--- config.mk ---
export PLATFORM = sky130hd
export DESIGN_NAME = ex_stage_unit_flat
export DESIGN_NICKNAME = d
export VERILOG_FILES = /design/src/rtl/ex_stage_if.sv /design/src/rtl/ex_stage_unit.sv /design/src/flat_wrapper.sv
export SDC_FILE = /design/constraint.sdc
export NUM_CORES = 1
export LEC_CHECK = 0
export ABC_CLOCK_PERIOD_IN_PS = 14250
export CORE_MARGIN = 3
export CORE_UTILIZATION = 40
export DETAILED_ROUTE_END_ITERATION = 8
export PLACE_DENSITY = 0.6
export REMOVE_ABC_BUFFERS = 1
export SETUP_SLACK_MARGIN = 0.3
export SYNTH_ARGS = -nofsm -noshare
export SYNTH_HDL_FRONTEND = slang
export SYNTH_SLANG_ARGS = --single-unit
--- constraint.sdc ---
create_clock -name clk -period 14.25 [get_ports clk]
set_input_delay 3.5625 -clock clk [delete_from_list [all_inputs] [get_ports clk]]
set_output_delay 3.5625 -clock clk [all_outputs]
set_load 0.02 [all_outputs]
--- src/rtl/ex_stage_if.sv ---
// ID/EX-side inputs and EX/MEM-side outputs of the execute stage, grouped as one bundle.
// master = pipeline / bench side, slave = ex_stage_unit.
interface ex_stage_if #(
    parameter int DATA_W = 32
);
    logic              flush;
    logic              in_valid;
    logic [4:0]        in_instr_bits_15_11;
    logic [4:0]        in_instr_bits_20_16;
    logic [DATA_W-1:0] in_extended_bits;
    logic [DATA_W-1:0] in_read_data1;
    logic [DATA_W-1:0] in_read_data2;
    logic [DATA_W-1:0] in_new_pc_value;
    logic              in_RegDst;
    logic              in_RegWrite;
    logic              in_ALUSrc;
    logic              in_MemWrite;
    logic              in_MemRead;
    logic              in_MemToReg;
    logic              in_PCSrc;
    logic [2:0]        in_ALUOp;

    logic              stall;
    logic              out_valid;
    logic [DATA_W-1:0] alu_result;
    logic [DATA_W-1:0] store_data;
    logic [4:0]        write_reg;
    logic [DATA_W-1:0] branch_target;
    logic              branch_taken;
    logic              RegWrite;
    logic              MemWrite;
    logic              MemRead;
    logic              MemToReg;

    modport master (
        output flush, in_valid, in_instr_bits_15_11, in_instr_bits_20_16,
               in_extended_bits, in_read_data1, in_read_data2, in_new_pc_value,
               in_RegDst, in_RegWrite, in_ALUSrc, in_MemWrite, in_MemRead,
               in_MemToReg, in_PCSrc, in_ALUOp,
        input  stall, out_valid, alu_result, store_data, write_reg,
               branch_target, branch_taken, RegWrite, MemWrite, MemRead, MemToReg
    );

    modport slave (
        input  flush, in_valid, in_instr_bits_15_11, in_instr_bits_20_16,
               in_extended_bits, in_read_data1, in_read_data2, in_new_pc_value,
               in_RegDst, in_RegWrite, in_ALUSrc, in_MemWrite, in_MemRead,
               in_MemToReg, in_PCSrc, in_ALUOp,
        output stall, out_valid, alu_result, store_data, write_reg,
               branch_target, branch_taken, RegWrite, MemWrite, MemRead, MemToReg
    );
endinterface

--- src/rtl/ex_stage_unit.sv ---
// Execute stage: single-cycle ALU/branch evaluation registered into EX/MEM, plus an
// iterative shift-add multiply that stalls the front end for DATA_W cycles.
//
//   state  | meaning
//   S_IDLE | accepting ID/EX work; single-cycle ops complete at the next edge
//   S_MUL  | one shift-add step per cycle; result issued on the step with cnt = DATA_W-1
module ex_stage_unit #(
    parameter int         DATA_W    = 32,
    parameter logic [2:0] ALUOP_MUL = 3'b101
) (
    input  logic      clk,
    input  logic      rst,
    ex_stage_if.slave ex
);
    localparam int               CNT_W    = $clog2(DATA_W);
    localparam logic [CNT_W-1:0] CNT_LAST = CNT_W'(DATA_W - 1);

    typedef enum logic {S_IDLE, S_MUL} state_t;

    state_t            state;
    logic [CNT_W-1:0]  cnt;
    logic [DATA_W-1:0] mcand;
    logic [DATA_W-1:0] mplier;
    logic [DATA_W-1:0] acc;
    logic [4:0]        mul_wr;
    logic              mul_regwrite;
    logic              mul_memwrite;
    logic              mul_memread;
    logic              mul_memtoreg;

    logic [DATA_W-1:0] opnd_b;
    logic [DATA_W-1:0] alu_c;
    logic [DATA_W-1:0] acc_step;
    logic [DATA_W-1:0] target_c;
    logic [4:0]        wr_c;
    logic              taken_c;
    logic              is_mul;
    logic              final_step;

    always_comb begin
        opnd_b     = ex.in_ALUSrc ? ex.in_extended_bits : ex.in_read_data2;
        wr_c       = ex.in_RegDst ? ex.in_instr_bits_15_11 : ex.in_instr_bits_20_16;
        taken_c    = ex.in_PCSrc && (ex.in_read_data1 == ex.in_read_data2);
        target_c   = ex.in_new_pc_value + (ex.in_extended_bits << 2);
        is_mul     = (ex.in_ALUOp == ALUOP_MUL);
        final_step = (cnt == CNT_LAST);
        acc_step   = mplier[0] ? acc + mcand : acc;
        case (ex.in_ALUOp)
            3'b000:  alu_c = ex.in_read_data1 + opnd_b;
            3'b001:  alu_c = ex.in_read_data1 - opnd_b;
            3'b010:  alu_c = ex.in_read_data1 & opnd_b;
            3'b011:  alu_c = ex.in_read_data1 | opnd_b;
            3'b100:  alu_c = {{(DATA_W-1){1'b0}}, ($signed(ex.in_read_data1) < $signed(opnd_b))};
            3'b110:  alu_c = ~(ex.in_read_data1 | opnd_b);
            3'b111:  alu_c = opnd_b;
            default: alu_c = '0;
        endcase
    end

    // Final multiply cycle drops stall so ID/EX advances on the same edge the result issues.
    assign ex.stall = !rst && !ex.flush &&
                      ((state == S_IDLE && ex.in_valid && is_mul) ||
                       (state == S_MUL && !final_step));

    always_ff @(posedge clk or posedge rst) begin
        if (rst) begin
            state            <= S_IDLE;
            cnt              <= '0;
            mcand            <= '0;
            mplier           <= '0;
            acc              <= '0;
            mul_wr           <= '0;
            mul_regwrite     <= 1'b0;
            mul_memwrite     <= 1'b0;
            mul_memread      <= 1'b0;
            mul_memtoreg     <= 1'b0;
            ex.out_valid     <= 1'b0;
            ex.alu_result    <= '0;
            ex.store_data    <= '0;
            ex.write_reg     <= '0;
            ex.branch_target <= '0;
            ex.branch_taken  <= 1'b0;
            ex.RegWrite      <= 1'b0;
            ex.MemWrite      <= 1'b0;
            ex.MemRead       <= 1'b0;
            ex.MemToReg      <= 1'b0;
        end else begin
            // Bubble by default; data outputs hold.
            ex.out_valid    <= 1'b0;
            ex.branch_taken <= 1'b0;
            ex.RegWrite     <= 1'b0;
            ex.MemWrite     <= 1'b0;
            ex.MemRead      <= 1'b0;
            ex.MemToReg     <= 1'b0;
            if (ex.flush) begin
                state <= S_IDLE;
            end else begin
                case (state)
                    S_IDLE: begin
                        if (ex.in_valid && is_mul) begin
                            mcand        <= ex.in_read_data1;
                            mplier       <= opnd_b;
                            acc          <= '0;
                            cnt          <= '0;
                            mul_wr       <= wr_c;
                            mul_regwrite <= ex.in_RegWrite;
                            mul_memwrite <= ex.in_MemWrite;
                            mul_memread  <= ex.in_MemRead;
                            mul_memtoreg <= ex.in_MemToReg;
                            state        <= S_MUL;
                        end else if (ex.in_valid) begin
                            ex.out_valid     <= 1'b1;
                            ex.alu_result    <= alu_c;
                            ex.store_data    <= ex.in_read_data2;
                            ex.write_reg     <= wr_c;
                            ex.branch_target <= target_c;
                            ex.branch_taken  <= taken_c;
                            ex.RegWrite      <= ex.in_RegWrite;
                            ex.MemWrite      <= ex.in_MemWrite;
                            ex.MemRead       <= ex.in_MemRead;
                            ex.MemToReg      <= ex.in_MemToReg;
                        end
                    end
                    S_MUL: begin
                        acc    <= acc_step;
                        mcand  <= mcand << 1;
                        mplier <= mplier >> 1;
                        cnt    <= cnt + 1'b1;
                        if (final_step) begin
                            ex.out_valid  <= 1'b1;
                            ex.alu_result <= acc_step;
                            ex.write_reg  <= mul_wr;
                            ex.RegWrite   <= mul_regwrite;
                            ex.MemWrite   <= mul_memwrite;
                            ex.MemRead    <= mul_memread;
                            ex.MemToReg   <= mul_memtoreg;
                            state         <= S_IDLE;
                        end
                    end
                    default: state <= S_IDLE;
                endcase
            end
        end
    end
endmodule
--- src/flat_wrapper.sv ---
// flat-port wrapper written by rule: the top's interface ports become plain ports
module ex_stage_unit_flat 
#(
    parameter int         DATA_W    = 32,
    parameter logic [2:0] ALUOP_MUL = 3'b101
)
  (clk, rst, ex_flush, ex_in_valid, ex_in_instr_bits_15_11, ex_in_instr_bits_20_16, ex_in_extended_bits, ex_in_read_data1, ex_in_read_data2, ex_in_new_pc_value, ex_in_RegDst, ex_in_RegWrite, ex_in_ALUSrc, ex_in_MemWrite, ex_in_MemRead, ex_in_MemToReg, ex_in_PCSrc, ex_in_ALUOp, ex_stall, ex_out_valid, ex_alu_result, ex_store_data, ex_write_reg, ex_branch_target, ex_branch_taken, ex_RegWrite, ex_MemWrite, ex_MemRead, ex_MemToReg);
  ex_stage_if #(.DATA_W(DATA_W)) ex_i ();
  input  logic clk;
  input  logic rst;
  input wire logic [$bits(ex_i.flush)-1:0] ex_flush;
  input wire logic [$bits(ex_i.in_valid)-1:0] ex_in_valid;
  input wire logic [$bits(ex_i.in_instr_bits_15_11)-1:0] ex_in_instr_bits_15_11;
  input wire logic [$bits(ex_i.in_instr_bits_20_16)-1:0] ex_in_instr_bits_20_16;
  input wire logic [$bits(ex_i.in_extended_bits)-1:0] ex_in_extended_bits;
  input wire logic [$bits(ex_i.in_read_data1)-1:0] ex_in_read_data1;
  input wire logic [$bits(ex_i.in_read_data2)-1:0] ex_in_read_data2;
  input wire logic [$bits(ex_i.in_new_pc_value)-1:0] ex_in_new_pc_value;
  input wire logic [$bits(ex_i.in_RegDst)-1:0] ex_in_RegDst;
  input wire logic [$bits(ex_i.in_RegWrite)-1:0] ex_in_RegWrite;
  input wire logic [$bits(ex_i.in_ALUSrc)-1:0] ex_in_ALUSrc;
  input wire logic [$bits(ex_i.in_MemWrite)-1:0] ex_in_MemWrite;
  input wire logic [$bits(ex_i.in_MemRead)-1:0] ex_in_MemRead;
  input wire logic [$bits(ex_i.in_MemToReg)-1:0] ex_in_MemToReg;
  input wire logic [$bits(ex_i.in_PCSrc)-1:0] ex_in_PCSrc;
  input wire logic [$bits(ex_i.in_ALUOp)-1:0] ex_in_ALUOp;
  output wire logic [$bits(ex_i.stall)-1:0] ex_stall;
  output wire logic [$bits(ex_i.out_valid)-1:0] ex_out_valid;
  output wire logic [$bits(ex_i.alu_result)-1:0] ex_alu_result;
  output wire logic [$bits(ex_i.store_data)-1:0] ex_store_data;
  output wire logic [$bits(ex_i.write_reg)-1:0] ex_write_reg;
  output wire logic [$bits(ex_i.branch_target)-1:0] ex_branch_target;
  output wire logic [$bits(ex_i.branch_taken)-1:0] ex_branch_taken;
  output wire logic [$bits(ex_i.RegWrite)-1:0] ex_RegWrite;
  output wire logic [$bits(ex_i.MemWrite)-1:0] ex_MemWrite;
  output wire logic [$bits(ex_i.MemRead)-1:0] ex_MemRead;
  output wire logic [$bits(ex_i.MemToReg)-1:0] ex_MemToReg;
  assign ex_i.flush = ex_flush;
  assign ex_i.in_valid = ex_in_valid;
  assign ex_i.in_instr_bits_15_11 = ex_in_instr_bits_15_11;
  assign ex_i.in_instr_bits_20_16 = ex_in_instr_bits_20_16;
  assign ex_i.in_extended_bits = ex_in_extended_bits;
  assign ex_i.in_read_data1 = ex_in_read_data1;
  assign ex_i.in_read_data2 = ex_in_read_data2;
  assign ex_i.in_new_pc_value = ex_in_new_pc_value;
  assign ex_i.in_RegDst = ex_in_RegDst;
  assign ex_i.in_RegWrite = ex_in_RegWrite;
  assign ex_i.in_ALUSrc = ex_in_ALUSrc;
  assign ex_i.in_MemWrite = ex_in_MemWrite;
  assign ex_i.in_MemRead = ex_in_MemRead;
  assign ex_i.in_MemToReg = ex_in_MemToReg;
  assign ex_i.in_PCSrc = ex_in_PCSrc;
  assign ex_i.in_ALUOp = ex_in_ALUOp;
  assign ex_stall = ex_i.stall;
  assign ex_out_valid = ex_i.out_valid;
  assign ex_alu_result = ex_i.alu_result;
  assign ex_store_data = ex_i.store_data;
  assign ex_write_reg = ex_i.write_reg;
  assign ex_branch_target = ex_i.branch_target;
  assign ex_branch_taken = ex_i.branch_taken;
  assign ex_RegWrite = ex_i.RegWrite;
  assign ex_MemWrite = ex_i.MemWrite;
  assign ex_MemRead = ex_i.MemRead;
  assign ex_MemToReg = ex_i.MemToReg;
  ex_stage_unit #(.DATA_W(DATA_W), .ALUOP_MUL(ALUOP_MUL)) u_core (.clk(clk), .rst(rst), .ex(ex_i));
endmodule
; Yosys cells after proc, flatten, opt, wreduce, memory -nomap -nowiden
; Index checks and enable logic that the tools add are counted.
[word_totals]
elab_cells = 114
out_inout_bits = 108
register_bits = 218
[classes]
bitwise = 6
reduce_logical = 16
eq_ne = 13
magnitude_cmp = 1
n_addsub = 5
mux = 53
[op_table]
columns = cell, n
row1 = two-way mux 32 bit, 8
row2 = one-hot mux 32 bit (2 select lines), 4
row3 = one-hot mux 32 bit (7 select lines), 1
row4 = adder 32 bit, 3
row5 = bitwise AND 32 bit, 1
row6 = == test 32 bit, 1
row7 = less-than comparator 32 bit, 1
row8 = NOT 32 bit, 1
row9 = bitwise OR 32 bit, 1
row10 = subtractor 32 bit, 1
row11 = two-way mux 1 bit, 27
row12 = two-way mux 5 bit, 5
row13 = one-hot mux 5 bit (2 select lines), 2
row14 = "== test 3 bit, second input constant", 4
row15 = one-hot mux 1 bit (2 select lines), 6
row16 = "!= test 2 bit, second input constant", 4
row17 = AND reduction 4 bit, 2
row18 = logical AND 1 bit, 7
row19 = "== test 3 x 2 -> 1 bit, second input constant", 2
row20 = "adder 5 x 1 -> 5 bit, second input constant", 1
row21 = "== test 5 bit, second input constant", 1
row22 = "== test 3 x 1 -> 1 bit, second input constant", 1
row23 = logical NOT 1 bit, 3
row24 = logical NOT 3 bit, 1
row25 = other kinds (4), 6

; Longest topological paths before layout
; Gate-level depths: netlist of the first run.
[depth]
depth_word = 7
depth_mapped = 17
ltp_nobuf = 15

; Least setup slack after synthesis of the first run
; Ideal clock, no wire load.
[synth_path]
path_kind = input port to output port
start = input port rst
end = output port ex_stall
path_stages = 2
slack_ns = 1.845
t_required_ns = 10.688
n_path_buf = 0
t_arrival_ns = 8.843
cell_sequence = inv_1 > and3_1
[synth_between]
elab_chain_len = 3
[synth_lines]
columns = element, line
row1 = start: declaration, flat_wrapper.sv:10  ; input logic rst;
row2 = logical NOT 1 bit, ex_stage_unit.sv:61  ; assign ex.stall = !rst && !ex.flush &&
row3 = logical AND 1 bit (2 in a row), ex_stage_unit.sv:61
row4 = end: declaration, flat_wrapper.sv:27  ; output wire logic [$bits(ex_i.stall)-1:0] ex_stall;
; No other way between the ends.

; Final worst setup path of the first run
[layout_path]
start = input port ex_in_ALUOp[1]
end = output port ex_stall
[layout_between]
elab_chain_len = 4
[layout_lines]
columns = element, line
row1 = start: declaration, flat_wrapper.sv:26  ; input wire logic [$bits(ex_i.in_ALUOp)-1:0] ex_in_ALUOp;
row2 = == test 3 bit, ex_stage_unit.sv:45  ; is_mul = (ex.in_ALUOp == ALUOP_MUL);
row3 = logical AND 1 bit, ex_stage_unit.sv:62  ; ((state == S_IDLE && ex.in_valid && is_mul) ||
row4 = logical OR 1 bit, ex_stage_unit.sv:62
row5 = logical AND 1 bit, ex_stage_unit.sv:61
; No other way between the ends.

==> impl_results.md, run 1 <==
- First-pass iteration count of the detailed router: 6
- R2R Setup Slk: 10.45 ns
- Chip Height: 219 µm
- Routability congestion estimate: 0.910
- WHS Endpoint: u_core.ex.alu_result[8]$_DFFE_PP0P_
- Final setup TNS: 0 ns
- Fin crit period: 9.45 ns
- Crit path max fanout: 29
- DR iter-0 viols: 1263
- Synth top area share: 30.2%
- R2r worst-path depth: 12
- Hold path depth: 2
- Htree depth: 1
- Port Buf Inserts: 259
- Synth warn: 0
- Half-perimeter wire length after placement: 46100 µm
- Root Driver: clkbuf_16
- RSZ-0062 raised after global routing: no
- Drt total wl: 60400 µm
- Grt ovf: 0
- Initial antenna violation count: 2
- PwrDens: 111 nW/µm²
- Most frequent cells in the layout: nand2_1, clkdlybuf4s50_1, o21ai_0, dfrtp_1, a21oi_1
- Slew headroom: 19.9%
- Fmax: 106 MHz
- Hold Path Class: reg -> reg
- Overall Global Routing Usage: 24.6%
- GR met1 Demand/Resource: 34.8%
- Area delta synth->final: 22.1%
- Fillers: 4292
- Worst-path clk slew: 0.05 ns
- Endpoints failing hold: 0
- Net count of the finished layout: 2766
- Critical path type: in -> out
- Most common cell after layout, fill and taps aside: nand2_1
- Via count: 16800
- Multi-input combinational cell area: 11700 µm²
- Avg Cell Area, Syn: 8.02 µm²
- Clock power share: 31.4%
- Synth Instances: 2253
- Seq pwr share: 33.2%
- Pin count of the biggest net entering global routing: 101
- Mapped Area: 18100 µm²
- Psw: 865 µW
- Worst EP arrival: 5.88 ns
- Hold Startpoint: u_core.ex.alu_result[8]$_DFFE_PP0P_
- Switching share of power: 35.2%
- Outcome: complete, no violations
- DR WL/cell: 19.8 µm
- Sequential area share after synthesis: 30.2%
- ANT nets after route: 0
- EDFF count, synth: 0
- Distinct cells, synth: 78
- Measured slew at the worst slew-check pin: 1.20 ns
- Tcrit/Tclk final: 66.3%
- Most area-consuming cells after synthesis: dfrtp_1, ha_1, nand2_1
- Initial Utilization: 40.7%
- CTS tree: done
- IO Count: 260
- Clock Skew: 0.0304 ns
- Reg2Reg Launch Point: u_core.acc[0]$_DFFE_PP0P_
- Vias in the first global route: 16200
- Top_reg_cell synth: dfrtp_1
- Final hold slack: 0.473 ns
- Post-CTS Hold Buffers: 0
- Cell taking the most area after synthesis: dfrtp_1
- Routed vias/inst: 5.52
- CP Launch Type: primary input
- Total die area: 47800 µm²
- Most Crowded Layer GR: met2
- Clk buf depth: 3
- Ys async rst share: 100%
- Layout cells sized above 1: 4.49%
- Core Rows: 77
- Worst-Skew Late Latency: 0.57 ns
- Max cap viols: 0
- #FFs+latches synth: 218
- Gate power share: 35.4%
- Max Slew Vio Count: 0
- Core ar.: 44400 µm²
- M3 GR Usage: 3.85%
- Leak pwr: 0.00998 µW
- Critical R2R Capture: u_core.acc[24]$_DFFE_PP0P_
- FF/Latch Area: 5460 µm²
- Finish-stage setup viols: 0
- # clock sinks: 218
- First-pass GRT wire length: 93100 µm
- Cell Int Power: 1590 µW
- Met2 usage: 39.0%
- CTS buffer count: 28
- CP Capture Type: output pin
- Buffers inserted by post-CTS timing repair: 0
- CTS resizes: 0
- Peak supply drop: 0.0805 mV
- DRC: 0
- Die width: 219 µm
- CP Data Required Time: 10.69 ns
[worst max-delay path by stage]
stage	startpoint	endpoint	slack (ns)	cells after the start
finish	ex_in_ALUOp[1]	ex_stall	4.80	8
global route	ex_in_ALUOp[1]	ex_stall	4.70	8
CTS	ex_in_ALUOp[1]	ex_stall	4.83	8
detailed placement	ex_in_ALUOp[1]	ex_stall	4.83	8
global placement	ex_in_ALUOp[1]	ex_stall	4.82	8
floorplan	rst	ex_stall	1.84	2
[logic make-up after synthesis]
logic type | Yosys count | share of synthesized area (%)
compound gates | 697 | 23.8
xor+xnor | 116 | 5.62
fa+ha+maj | 182 | 12.8
buf+inv | 245 | 5.19
flops | 218 | 30.2
mux | 100 | 5.73
simple gates | 695 | 16.7
[metrics by stage]
stage / total power (µW) / worst slack [ns] / instance area, µm² / cells / util, %
floorplan: 1330 / 1.84 / 17600 / 2123 / -
global placement: 1670 / 4.82 / 21100 / 2994 / 47.4
detailed placement: 1690 / 4.83 / 21100 / 2994 / 47.4
CTS: 2480 / 4.83 / 22100 / 3043 / 49.7
global route: 2600 / 4.70 / 22100 / 3044 / 49.7
finish: 2450 / 4.80 / 22100 / 3044 / 49.7
[cells in the mapped netlist (8+ instances only)]
cell type	instances
nand2_1	378
o21ai_0	242
dfrtp_1	218
a21oi_1	186
ha_1	178
nor2_1	155
inv_1	114
clkbuf_1	111
mux2i_1	81
xnor2_1	77
xor2_1	39
a21o_1	36
o211ai_1	36
a31oi_1	26
a211oi_1	25
o21bai_1	23
nand2b_1	21
nand4_1	20
nor3_1	20
nand3_1	19
nor2b_1	19
mux2_2	18
nor4_1	17
buf_1	16
o21a_1	14
a22o_1	13
a22oi_1	12
and2_1	9
and3_1	9
o31ai_1	8
[critical path, stage by stage]
cell	delay [ns]
clkdlybuf4s50_1	0.40
buf_4	0.23
nor2b_1	0.29
a21oi_1	0.11
buf_4	0.26
nor3_1	0.23
and3_1	0.18
clkdlybuf4s50_1	0.61
[per-layer routing]
metal | vias to the layer above | part of all wire, %
met1 | 7981 | 47
met2 | 485 | 44
li1 | 8267 | -
met5 | - | 0.015
met4 | 2 | 2.7
met3 | 74 | 6.5
[power groups by stage]
stage	Sequential, µW	Clock, µW	Combinational [µW]
finish	815	770	869
global route	830	810	957
CTS	815	791	869
detailed placement	824	0	864
global placement	821	0	853
floorplan	885	0	443
[layout make-up]
cell class / count / share of cell area (%)
Sequential cell: 218 / 24.7
Antenna cell: 1 / 0.0113
Tap cell: 592 / 3.36
Clock inverter: 11 / 0.845
Timing Repair Buffer: 279 / 12.4
Clock buffer: 38 / 3.67
Inverter: 115 / 1.99
Multi-Input combinational cell: 1790 / 53.0
Power figures use the tool's default switching activity.
==> run 2: changes to the inputs <==
Settings changed: ABC_CLOCK_PERIOD_IN_PS 14250 to 8200, PLACE_DENSITY 0.6 to 0.62.
Clock period 14.25 ns to 8.2 ns, I/O delays scaled along.
==> impl_results.md, run 2 (synthesis gave the netlist of run 1 again) <==
- Initial antenna violation count: 0 (-2)
- Worst-path clk slew: 0.06 ns (about the same)
- Reg2Reg Launch Point: u_core.mcand[0]$_DFFE_PP0P_
- Core ar.: 44400 µm² (unchanged)
- Drt total wl: 60300 µm (about the same)
- Area delta synth->final: 21.9%
- Buffers inserted by post-CTS timing repair: 0 (unchanged)
- WHS Endpoint: u_core.ex.store_data[2]$_DFFE_PP0P_
- Finish-stage setup viols: 0 (unchanged)
- Die width: 219 µm (unchanged)
- Pin count of the biggest net entering global routing: 105 (+4.0%)
- Tcrit/Tclk final: 77.4%
- Initial Utilization: 40.7% (unchanged)
- CP Launch Type: primary input
- Chip Height: 219 µm (unchanged)
- Net count of the finished layout: 2768 (+0.072%)
- Leak pwr: 0.00995 µW (-0.24%)
- Clk buf depth: 3 (unchanged)
- CP Data Required Time: 6.15 ns (-4.54 ns)
- Layout cells sized above 1: 4.52% (+0.032 points)
- Hold Path Class: reg -> reg
- Half-perimeter wire length after placement: 46800 µm (+1.4%)
- DRC: 0 (unchanged)
- R2r worst-path depth: 12 (unchanged)
- Max cap viols: 0 (unchanged)
- Critical R2R Capture: u_core.acc[24]$_DFFE_PP0P_
- DR iter-0 viols: 1283 (+1.6%)
- Peak supply drop: 0.176 mV (+120%)
- Most common cell after layout, fill and taps aside: nand2_1
- Endpoints failing hold: 0 (unchanged)
- Max Slew Vio Count: 0 (unchanged)
- CP Capture Type: output pin
- Slew headroom: 22.3% (+2.4 points)
- Grt ovf: 0 (unchanged)
- # clock sinks: 218 (unchanged)
- CP startpoint: ex_in_ALUOp[1]
- # diodes: 0 (-1)
- ANT nets after route: 0 (unchanged)
- Via count: 16900 (+0.30%)
- Overall Global Routing Usage: 24.7% (+0.089 points)
- Vias in the first global route: 16400 (+0.89%)
- Worst-Skew Late Latency: 0.56 ns (about the same)
- Clock Skew: 0.0201 ns (-0.0103 ns)
- Hold Startpoint: u_core.ex.store_data[2]$_DFFE_PP0P_
- Measured slew at the worst slew-check pin: 1.16 ns (-0.0356 ns)
- First-pass GRT wire length: 93600 µm (+0.56%)
- Post-CTS Hold Buffers: 0 (unchanged)
- Fmax: 158 MHz
- Total die area: 47800 µm² (unchanged)
- First-pass iteration count of the detailed router: 6 (unchanged)
- Most frequent cells in the layout: nand2_1, clkdlybuf4s50_1, o21ai_0, dfrtp_1, a21oi_1
- Fin crit period: 6.35 ns
- Final hold slack: 0.472 ns (-0.000377 ns)
- DR WL/cell: 19.8 µm (-0.18%)
- PwrDens: 190 nW/µm² (+71%)
- RSZ-0062 raised after global routing: no
- Root Driver: clkbuf_16
- Routability congestion estimate: 0.906 (-0.42%)
- Crit path max fanout: 15 (-48%)
- CTS tree: done
- Core Rows: 77 (unchanged)
- CTS resizes: 0 (unchanged)
- Outcome: complete, no violations
- CTS buffer count: 28 (unchanged)
- Port Buf Inserts: 259 (unchanged)
- IO Count: 260 (unchanged)
- Routed vias/inst: 5.53 (+0.17%)
- Critical path type: in -> out
- Htree depth: 1 (unchanged)
- Post-layout utilization of the core: 49.6% (-0.087 points)
- Hold path depth: 2 (unchanged)
- Worst EP arrival: 4.30 ns (-1.58 ns)
- R2R Setup Slk: 4.40 ns (-6.05 ns)
-- run 2: cell types whose count changed in the layout (fill, tap and decap cells not counted), sizes merged --
cell and delta:
clkinv -1, buf +2, diode -1, bufinv -3
clkbuf +5, clkinvlp +2
-- run 2: worst max-delay path, cell delays in order --
cell and delay (ns):
clkdlybuf4s50_1 0.51, nor2b_1 0.34, a21oi_1 0.12, buf_4 0.24, nor3_1 0.22, and3_1 0.20
clkdlybuf4s50_1 0.61
-- run 2: metal layers --
layer | global-route usage, % | share of wire [%] | up-vias | wire length, µm
li1 | - | - | 8276 | -
met3 | 4.41 | 6.5 | 74 | 3920
met5 | 0 | 0 | - | 0
met4 | 6.59 | 2.8 | 0 | 1680
met2 | 39.7 | 45 | 509 | 27100
met1 | 34.3 | 46 | 8001 | 27600
-- run 2: cell type report --
type | count | area (µm²)
Clock inverter | 9 | 106
Sequential cell | 218 | 5460
Multi-Input combinational cell | 1790 | 11700
Fill cell | 4298 | 22400
Clock buffer | 43 | 838
Inverter | 115 | 439
Tap cell | 592 | 741
Timing Repair Buffer | 281 | 2750
-- run 2: worst max-delay path by stage --
stage	endpoint	slack, ns	cells past startpoint
after CTS	ex_stall	1.85	7
after global routing	ex_stall	1.77	7
after floorplan	ex_stall	-1.18	2
final	ex_stall	1.85	7
after detailed placement	u_core.ex.alu_result[30]$_DFFE_PP0P_	1.76	16
after global placement	u_core.ex.alu_result[30]$_DFFE_PP0P_	1.87	16
-- run 2: where the power goes --
part | internal, µW | leakage (µW) | switching (µW)
combinational | 648 | 0.00673 | 867
sequential | 1270 | 0.00277 | 143
clock | 764 | 0.000455 | 493
-- run 2: metrics by stage --
step	setup slack, ns	TNS [ns]	cell area (µm²)	cells	total power, µW
floorplan	-1.18	-1.18	17600	2123	2310
global placement	1.87	0	21100	2996	2920
detailed placement	1.76	0	21100	2996	2940
CTS	1.85	0	22000	3048	4220
global route	1.77	0	22000	3048	4440
finish	1.85	0	22000	3048	4190
